===== src/rtl/uart_rx_fifo.sv =====
// uart_rx_fifo: 8N1 UART receiver with 16x oversampling, three-sample
// majority voting and a small output FIFO.
//
// Ports:
//   clk          system clock, all logic on the rising edge
//   rst          asynchronous reset, active low (asserted when 0)
//   rx           serial input, idle high, asynchronous to clk
//   out_byte     FIFO head byte, meaningful while out_valid=1
//   out_valid    FIFO non-empty
//   out_ready    consumer accepts the head byte this cycle
//   is_receiving high while a frame is in progress (START/DATA/STOP)
//   recv_error   one-cycle pulse when a stop bit is sampled low
//   overrun      one-cycle pulse when a good byte is dropped (FIFO full)
//   fifo_count   number of bytes currently stored
//   dbg_state    current receiver FSM state, for observation only
//
// Output handshake: a byte transfers on every rising edge where
// out_valid=1 and out_ready=1. out_valid never depends on out_ready, and
// out_byte holds steady while out_valid=1 and out_ready=0.
module uart_rx_fifo #(
    parameter int CLKS_PER_TICK = 27,
    parameter int FIFO_DEPTH    = 4
) (
    input  logic                          clk,
    input  logic                          rst,
    input  logic                          rx,
    output logic [7:0]                    out_byte,
    output logic                          out_valid,
    input  logic                          out_ready,
    output logic                          is_receiving,
    output logic                          recv_error,
    output logic                          overrun,
    output logic [$clog2(FIFO_DEPTH):0]   fifo_count,
    output logic [2:0]                    dbg_state
);

    localparam int PW = $clog2(FIFO_DEPTH);
    localparam int CW = PW + 1;
    localparam logic [11:0]   TICK_LAST = 12'(CLKS_PER_TICK - 1);
    localparam logic [CW-1:0] DEPTH_C   = CW'(FIFO_DEPTH);

    typedef enum logic [2:0] {
        S_IDLE      = 3'd0,
        S_START     = 3'd1,
        S_DATA      = 3'd2,
        S_STOP      = 3'd3,
        S_WAIT_HIGH = 3'd4
    } state_t;

    // Synchronizer
    logic rx_meta_q, rx_meta_d;
    logic rxs_q, rxs_d;

    // Receiver
    state_t      state_q, state_d;
    logic [11:0] div_q, div_d;      // clocks within one oversample tick
    logic [3:0]  sub_q, sub_d;      // oversample ticks within one bit
    logic [2:0]  bit_q, bit_d;      // data bit index
    logic        s7_q, s7_d;
    logic        s8_q, s8_d;
    logic [7:0]  shreg_q, shreg_d;
    logic        err_q, err_d;
    logic        ovr_q, ovr_d;
    logic        tick, mid, last, maj, push_req;

    // FIFO
    logic [7:0]    mem_q [FIFO_DEPTH];
    logic [7:0]    mem_d [FIFO_DEPTH];
    logic [PW-1:0] wr_ptr_q, wr_ptr_d;
    logic [PW-1:0] rd_ptr_q, rd_ptr_d;
    logic [CW-1:0] count_q, count_d;
    logic          push, pop, full;

    assign rx_meta_d = rx;
    assign rxs_d     = rx_meta_q;

    // ---------------- receiver FSM, next state ----------------
    always_comb begin
        state_d  = state_q;
        div_d    = div_q;
        sub_d    = sub_q;
        bit_d    = bit_q;
        s7_d     = s7_q;
        s8_d     = s8_q;
        shreg_d  = shreg_q;
        err_d    = 1'b0;
        push_req = 1'b0;

        tick = (div_q == TICK_LAST);
        mid  = tick && (sub_q == 4'd9);
        last = tick && (sub_q == 4'd15);
        // Third sample is the live value at tick 9.
        maj  = (s7_q & s8_q) | (s7_q & rxs_q) | (s8_q & rxs_q);

        // The tick divider only runs while a frame is being sampled.
        if (state_q == S_IDLE || state_q == S_WAIT_HIGH) begin
            div_d = 12'd0;
        end else if (tick) begin
            div_d = 12'd0;
            sub_d = sub_q + 4'd1;
        end else begin
            div_d = div_q + 12'd1;
        end

        if (tick && sub_q == 4'd7) s7_d = rxs_q;
        if (tick && sub_q == 4'd8) s8_d = rxs_q;

        unique case (state_q)
            S_IDLE: begin
                if (!rxs_q) begin
                    state_d = S_START;
                    div_d   = 12'd0;
                    sub_d   = 4'd0;
                    bit_d   = 3'd0;
                end
            end
            S_START: begin
                if (mid && maj) begin
                    state_d = S_IDLE;       // glitch shorter than half a bit
                end else if (last) begin
                    state_d = S_DATA;
                end
            end
            S_DATA: begin
                if (mid) shreg_d = {maj, shreg_q[7:1]};
                if (last) begin
                    if (bit_q == 3'd7) state_d = S_STOP;
                    else               bit_d   = bit_q + 3'd1;
                end
            end
            S_STOP: begin
                // Leaving at tick 9 gives half a bit of margin for the
                // next start edge.
                if (mid) begin
                    if (maj) begin
                        push_req = 1'b1;
                        state_d  = S_IDLE;
                    end else begin
                        err_d    = 1'b1;
                        state_d  = S_WAIT_HIGH;
                    end
                end
            end
            S_WAIT_HIGH: begin
                // A break holds the line low; wait it out so it yields a
                // single error rather than a stream of bogus frames.
                if (rxs_q) state_d = S_IDLE;
            end
            default: state_d = S_IDLE;
        endcase
    end

    // ---------------- FIFO ----------------
    always_comb begin
        pop   = (count_q != '0) && out_ready;
        full  = (count_q == DEPTH_C);
        push  = push_req && (!full || pop);
        ovr_d = push_req && !push;

        mem_d    = mem_q;
        wr_ptr_d = wr_ptr_q;
        rd_ptr_d = rd_ptr_q;
        count_d  = count_q;

        if (push) begin
            mem_d[wr_ptr_q] = shreg_q;
            wr_ptr_d        = wr_ptr_q + PW'(1);
        end
        if (pop) rd_ptr_d = rd_ptr_q + PW'(1);

        unique case ({push, pop})
            2'b10:   count_d = count_q + CW'(1);
            2'b01:   count_d = count_q - CW'(1);
            default: count_d = count_q;
        endcase
    end

    always_ff @(posedge clk or negedge rst) begin
        if (!rst) begin
            rx_meta_q <= 1'b1;
            rxs_q     <= 1'b1;
            state_q   <= S_IDLE;
            div_q     <= 12'd0;
            sub_q     <= 4'd0;
            bit_q     <= 3'd0;
            s7_q      <= 1'b0;
            s8_q      <= 1'b0;
            shreg_q   <= 8'd0;
            err_q     <= 1'b0;
            ovr_q     <= 1'b0;
            mem_q     <= '{default: '0};
            wr_ptr_q  <= '0;
            rd_ptr_q  <= '0;
            count_q   <= '0;
        end else begin
            rx_meta_q <= rx_meta_d;
            rxs_q     <= rxs_d;
            state_q   <= state_d;
            div_q     <= div_d;
            sub_q     <= sub_d;
            bit_q     <= bit_d;
            s7_q      <= s7_d;
            s8_q      <= s8_d;
            shreg_q   <= shreg_d;
            err_q     <= err_d;
            ovr_q     <= ovr_d;
            mem_q     <= mem_d;
            wr_ptr_q  <= wr_ptr_d;
            rd_ptr_q  <= rd_ptr_d;
            count_q   <= count_d;
        end
    end

    assign out_byte     = mem_q[rd_ptr_q];
    assign out_valid    = (count_q != '0);
    assign fifo_count   = count_q;
    assign recv_error   = err_q;
    assign overrun      = ovr_q;
    assign is_receiving = (state_q == S_START) || (state_q == S_DATA) ||
                          (state_q == S_STOP);
    assign dbg_state    = state_q;

endmodule


===== config.mk =====
export PLATFORM = sky130hd
export DESIGN_NAME = uart_rx_fifo
export DESIGN_NICKNAME = d
export VERILOG_FILES = /design/src/rtl/uart_rx_fifo.sv
export SDC_FILE = /design/constraint.sdc
export NUM_CORES = 1
export LEC_CHECK = 0
export ABC_AREA = 1
export BUFFER_PORTS_ARGS = -buffer_cell sky130_fd_sc_hd__buf_2
export CAP_MARGIN = 0
export CORE_MARGIN = 5
export CORE_UTILIZATION = 35
export CTS_BUF_LIST = sky130_fd_sc_hd__clkbuf_16
export CTS_CLUSTER_SIZE = 12
export DETAILED_ROUTE_END_ITERATION = 8
export HOLD_SLACK_MARGIN = 0.02
export PLACE_DENSITY = 0.62
export SLEW_MARGIN = 20
export SYNTH_ARGS = -nofsm -noshare
export SYNTH_HDL_FRONTEND = slang
export SYNTH_SLANG_ARGS = --single-unit
export TNS_END_PERCENT = 50

===== constraint.sdc =====
create_clock -name clk -period 2.3 [get_ports clk]
set_input_delay 0.23 -clock clk [delete_from_list [all_inputs] [get_ports clk]]
set_output_delay 0.23 -clock clk [all_outputs]
set_load 0.005 [all_outputs]

==> results by group <==
Clock network
  – Clock Path Buffers: 2
  – Clk pin slew, worst setup/hold paths: 0.06 ns
  – Root buffer cell: clkbuf_16
  – Clk_lat worst skew: 0.33 ns
  – CTS Buf Count: 9
  – Clock Sinks: 75
  – CTS tree: built
  – CTS HTree Levels: 3

Synth
  – Mapped Cells: 446
  – Area leader, netlist: dfrtp_1
  – Synth cell types: 35
  – Part of the Yosys area used for sequential elements: 49.39%
  – Post-synthesis net count: 462
  – Post-synthesis async set-or-reset flop share: 100.0%
  – Synth warn: 0
  – Synth top area cells: dfrtp_1 48%, nand2_1 14%, inv_1 4.5%, nor2_1 4.5%, ha_1 3.6%
  – Register bit total from synthesis: 75
  – Mean Syn Cell Area: 8.531 um2
  – Post-synth top flop: dfrtp_1
  – Number of flops mapped to enable cells by yosys: 0
  – Post-synth top area share: 48.01%
  – Syn Std Cell Area: 0.003805 mm2

Worst setup path
  – Cells along the critical path: inv_1, ha_2, inv_1, nor2_2, nand3_2, nor2_4, nand4_4, nand2_4, inv_1, fa_2, inv_1, nand2_1, nand2_1, nand2_1, nand2_1, inv_1
  – Delay-heaviest family, CP: simple AND/OR/NAND/NOR gates
  – Critical path class: register to register
  – Crit-path slowest cell: dfrtp_1
  – Data arrival, critical path: 2.32 ns
  – Setup crit end kind: register
  – Cell mode on critical path: inv_1
  – WP buf/inv: 5
  – Critical Path RT: 2.53 ns
  – Crit Path Max Fanout: 4
  – CP Launch Type: register
  – Critical Path Max Stage Delay: 0.41 ns

Job
  – Max-cap violations: 0

Status
  – Status: finished clean

GRT
  – Antenna violations before repair: 0
  – Vias in the first global route: 3104
  – Gr ovfl total: 0
  – Total track usage: 13.67%
  – Global-route wire length before repair: 14.24 mm
  – Pin count of the biggest net entering global routing: 42

Timing
  – Final Hold Viols: 0
  – Endpoints failing setup: 0
  – Slew @ Worst Pin: 0.5369 ns
  – Final worst-path cycle share: 90.90%
  – Fmax: 0.4783 GHz
  – Skew final: 0.006716 ns
  – Slew HR: 64.17%
  – RSZ-0062 raised after global routing: no
  – Final setup TNS: 0 ns
  – Final Max Tran Viols: 0
  – Period minus WS final: 2.091 ns

Finish
  – Most frequent cells in the layout: 140 x nand2_1, 73 x dfrtp_1, 46 x inv_1, 46 x nor2_1, 27 x o21ai_0
  – Area delta synth->final: 17.66%
  – ANT cells: 0
  – Most common cell after layout, fill and taps aside: nand2_1
  – Post-layout util: 41.66%
  – Post-layout nets: 502
  – Share of cells above drive strength 1: 17.92%

Die
  – FP Rows: 38
  – Die W: 114.3 um
  – Initial core utilization: 35.41%
  – Core ar.: 0.01075 mm2
  – I/O pin count: 22
  – Die area: 0.01306 mm2
  – Die height: 114.3 um

Power and ir drop
  – P_leak: 2.316 nW
  – Total power: 3.484 mW
  – Pwr Density: 778.2 mW/mm2
  – VDD IR-drop max: 0.3638 mV

Placement
  – Hpwl dp: 5.707 mm
  – Number of port buffers: 21
  – GP Congestion: 0.8228

Drt
  – Total iterations of the first detailed-routing run: 4
  – Drt drc: 0
  – Detail Route Antenna Nets: 0
  – Initial DRC count: 266
  – Detailed Route WL: 8.274 mm
  – Vias per cell: 4.748
  – Via count: 2996
  – Routed wire per std cell: 13.11 um

Min path
  – Worst hold-check path type: input port to register
[cell usage after synthesis, types with 2 or more instances]
master and instances:
ha_1 11, a21oi_1 3, xor2_1 8, nor3_1 7
nor2_2 3, nor4_1 2, inv_1 46, nand3_1 15
o22ai_1 8, nor2_1 46, nand4_4 2, mux2_2 6
nand2_4 5, nor3_4 2, nor2_4 7, dfstp_2 2
o21ai_1 4, nor3b_1 2, nand2_1 141, inv_2 3
o21ai_0 27, dfrtp_1 73, or2_2 2, clkbuf_1 4
nand4_1 7
[metal layers]
layer | vias up | global-route usage (%) | part of all wire [%]
met5 | - | 0 | 0
li1 | 1504 | - | -
met1 | 1418 | 16.62 | 45
met4 | 0 | 4.592 | 1.1
met3 | 12 | 3.277 | 3.9
met2 | 62 | 23.77 | 50
[metrics by stage]
step,cell area [um2],hold WS (ns),setup WS [ns],instances
after floorplan,3805,-0.06559,0.2242,446
after global placement,4130,0.2187,0.1731,609
after detailed placement,4130,0.2191,0.1266,609
after CTS,4434,0.3259,0.1165,627
after global routing,4477,0.3638,0.01602,631
final,4477,0.3511,0.2093,631
[layout make-up]
cell class	count	area (um2)
Tap cell	140	175.2
Inverter	49	183.9
Sequential cell	75	1879
Fill cell	1071	6269
Clock buffer	9	225.2
Multi-Input combinational cell	318	1739
Clock inverter	7	58.81
Timing Repair Buffer	33	215.2
[cells by family after synthesis]
group,share of synthesized area (%)
xor+xnor,2.072
compound gates,6.413
buf+inv,5.229
simple gates,30.98
mux,1.776
fa+ha+maj,4.143
flops,49.39
[worst register-to-register path: stages, from the launching register on]
cell and delay [ns]:
dfrtp_1 0.41, inv_1 0.07, ha_2 0.17, inv_1 0.05, nor2_2 0.11, nand3_2 0.12
nor2_4 0.18, nand4_4 0.11, nand2_4 0.09, inv_1 0.05, fa_2 0.33, inv_1 0.06
nand2_1 0.06, nand2_1 0.06, nand2_1 0.04, nand2_1 0.05, inv_1 0.04
[flip-flops by register name, summed over array words and instances, names as in the netlist, 2 cells and up]
| signal | count |
|---|---|
| rd_ptr_q | 2 |
| wr_ptr_q | 2 |
| dbg_state | 3 |
| shreg_q | 8 |
| mem_q | 32 |
| div_q | 12 |
| sub_q | 4 |
| fifo_count | 3 |
| bit_q | 3 |
[final timing paths]
check	slack (ns)	endpoint	start	cells after the start
setup / recovery	0.21	fifo_count[2]	div_q[0]	16
hold / removal	0.35	rd_ptr_q[0]	out_ready	4
setup reg to reg	0.21	fifo_count[2]	div_q[0]	16
hold reg to reg	0.36	rxs_q	rx_meta_q	0
max in group asynchronous	1.33	mem_q[8]	rst	3
min in group asynchronous	0.39	mem_q[22]	rst	2
[where the power goes]
| group | leakage [nW] | internal (mW) | switching, mW | total, mW |
|---|---|---|---|---|
| clock | 0.139 | 0.749 | 0.596 | 1.35 |
| combinational | 1.18 | 0.274 | 0.417 | 0.691 |
| sequential | 0.999 | 1.37 | 0.0786 | 1.45 |
| total | 2.32 | 2.39 | 1.09 | 3.48 |
[repair_timing]
| item | in CTS | in global routing |
|---|---|---|
| setup endpoints to repair | 0 | 1 |
| resized for setup | 0 | 4 |
| hold buffers | 2 | 0 |
| setup buffers | 0 | 4 |
| endpoints found under the hold margin | 33 | 0 |
Note: power is estimated with default switching activity, not from simulation.
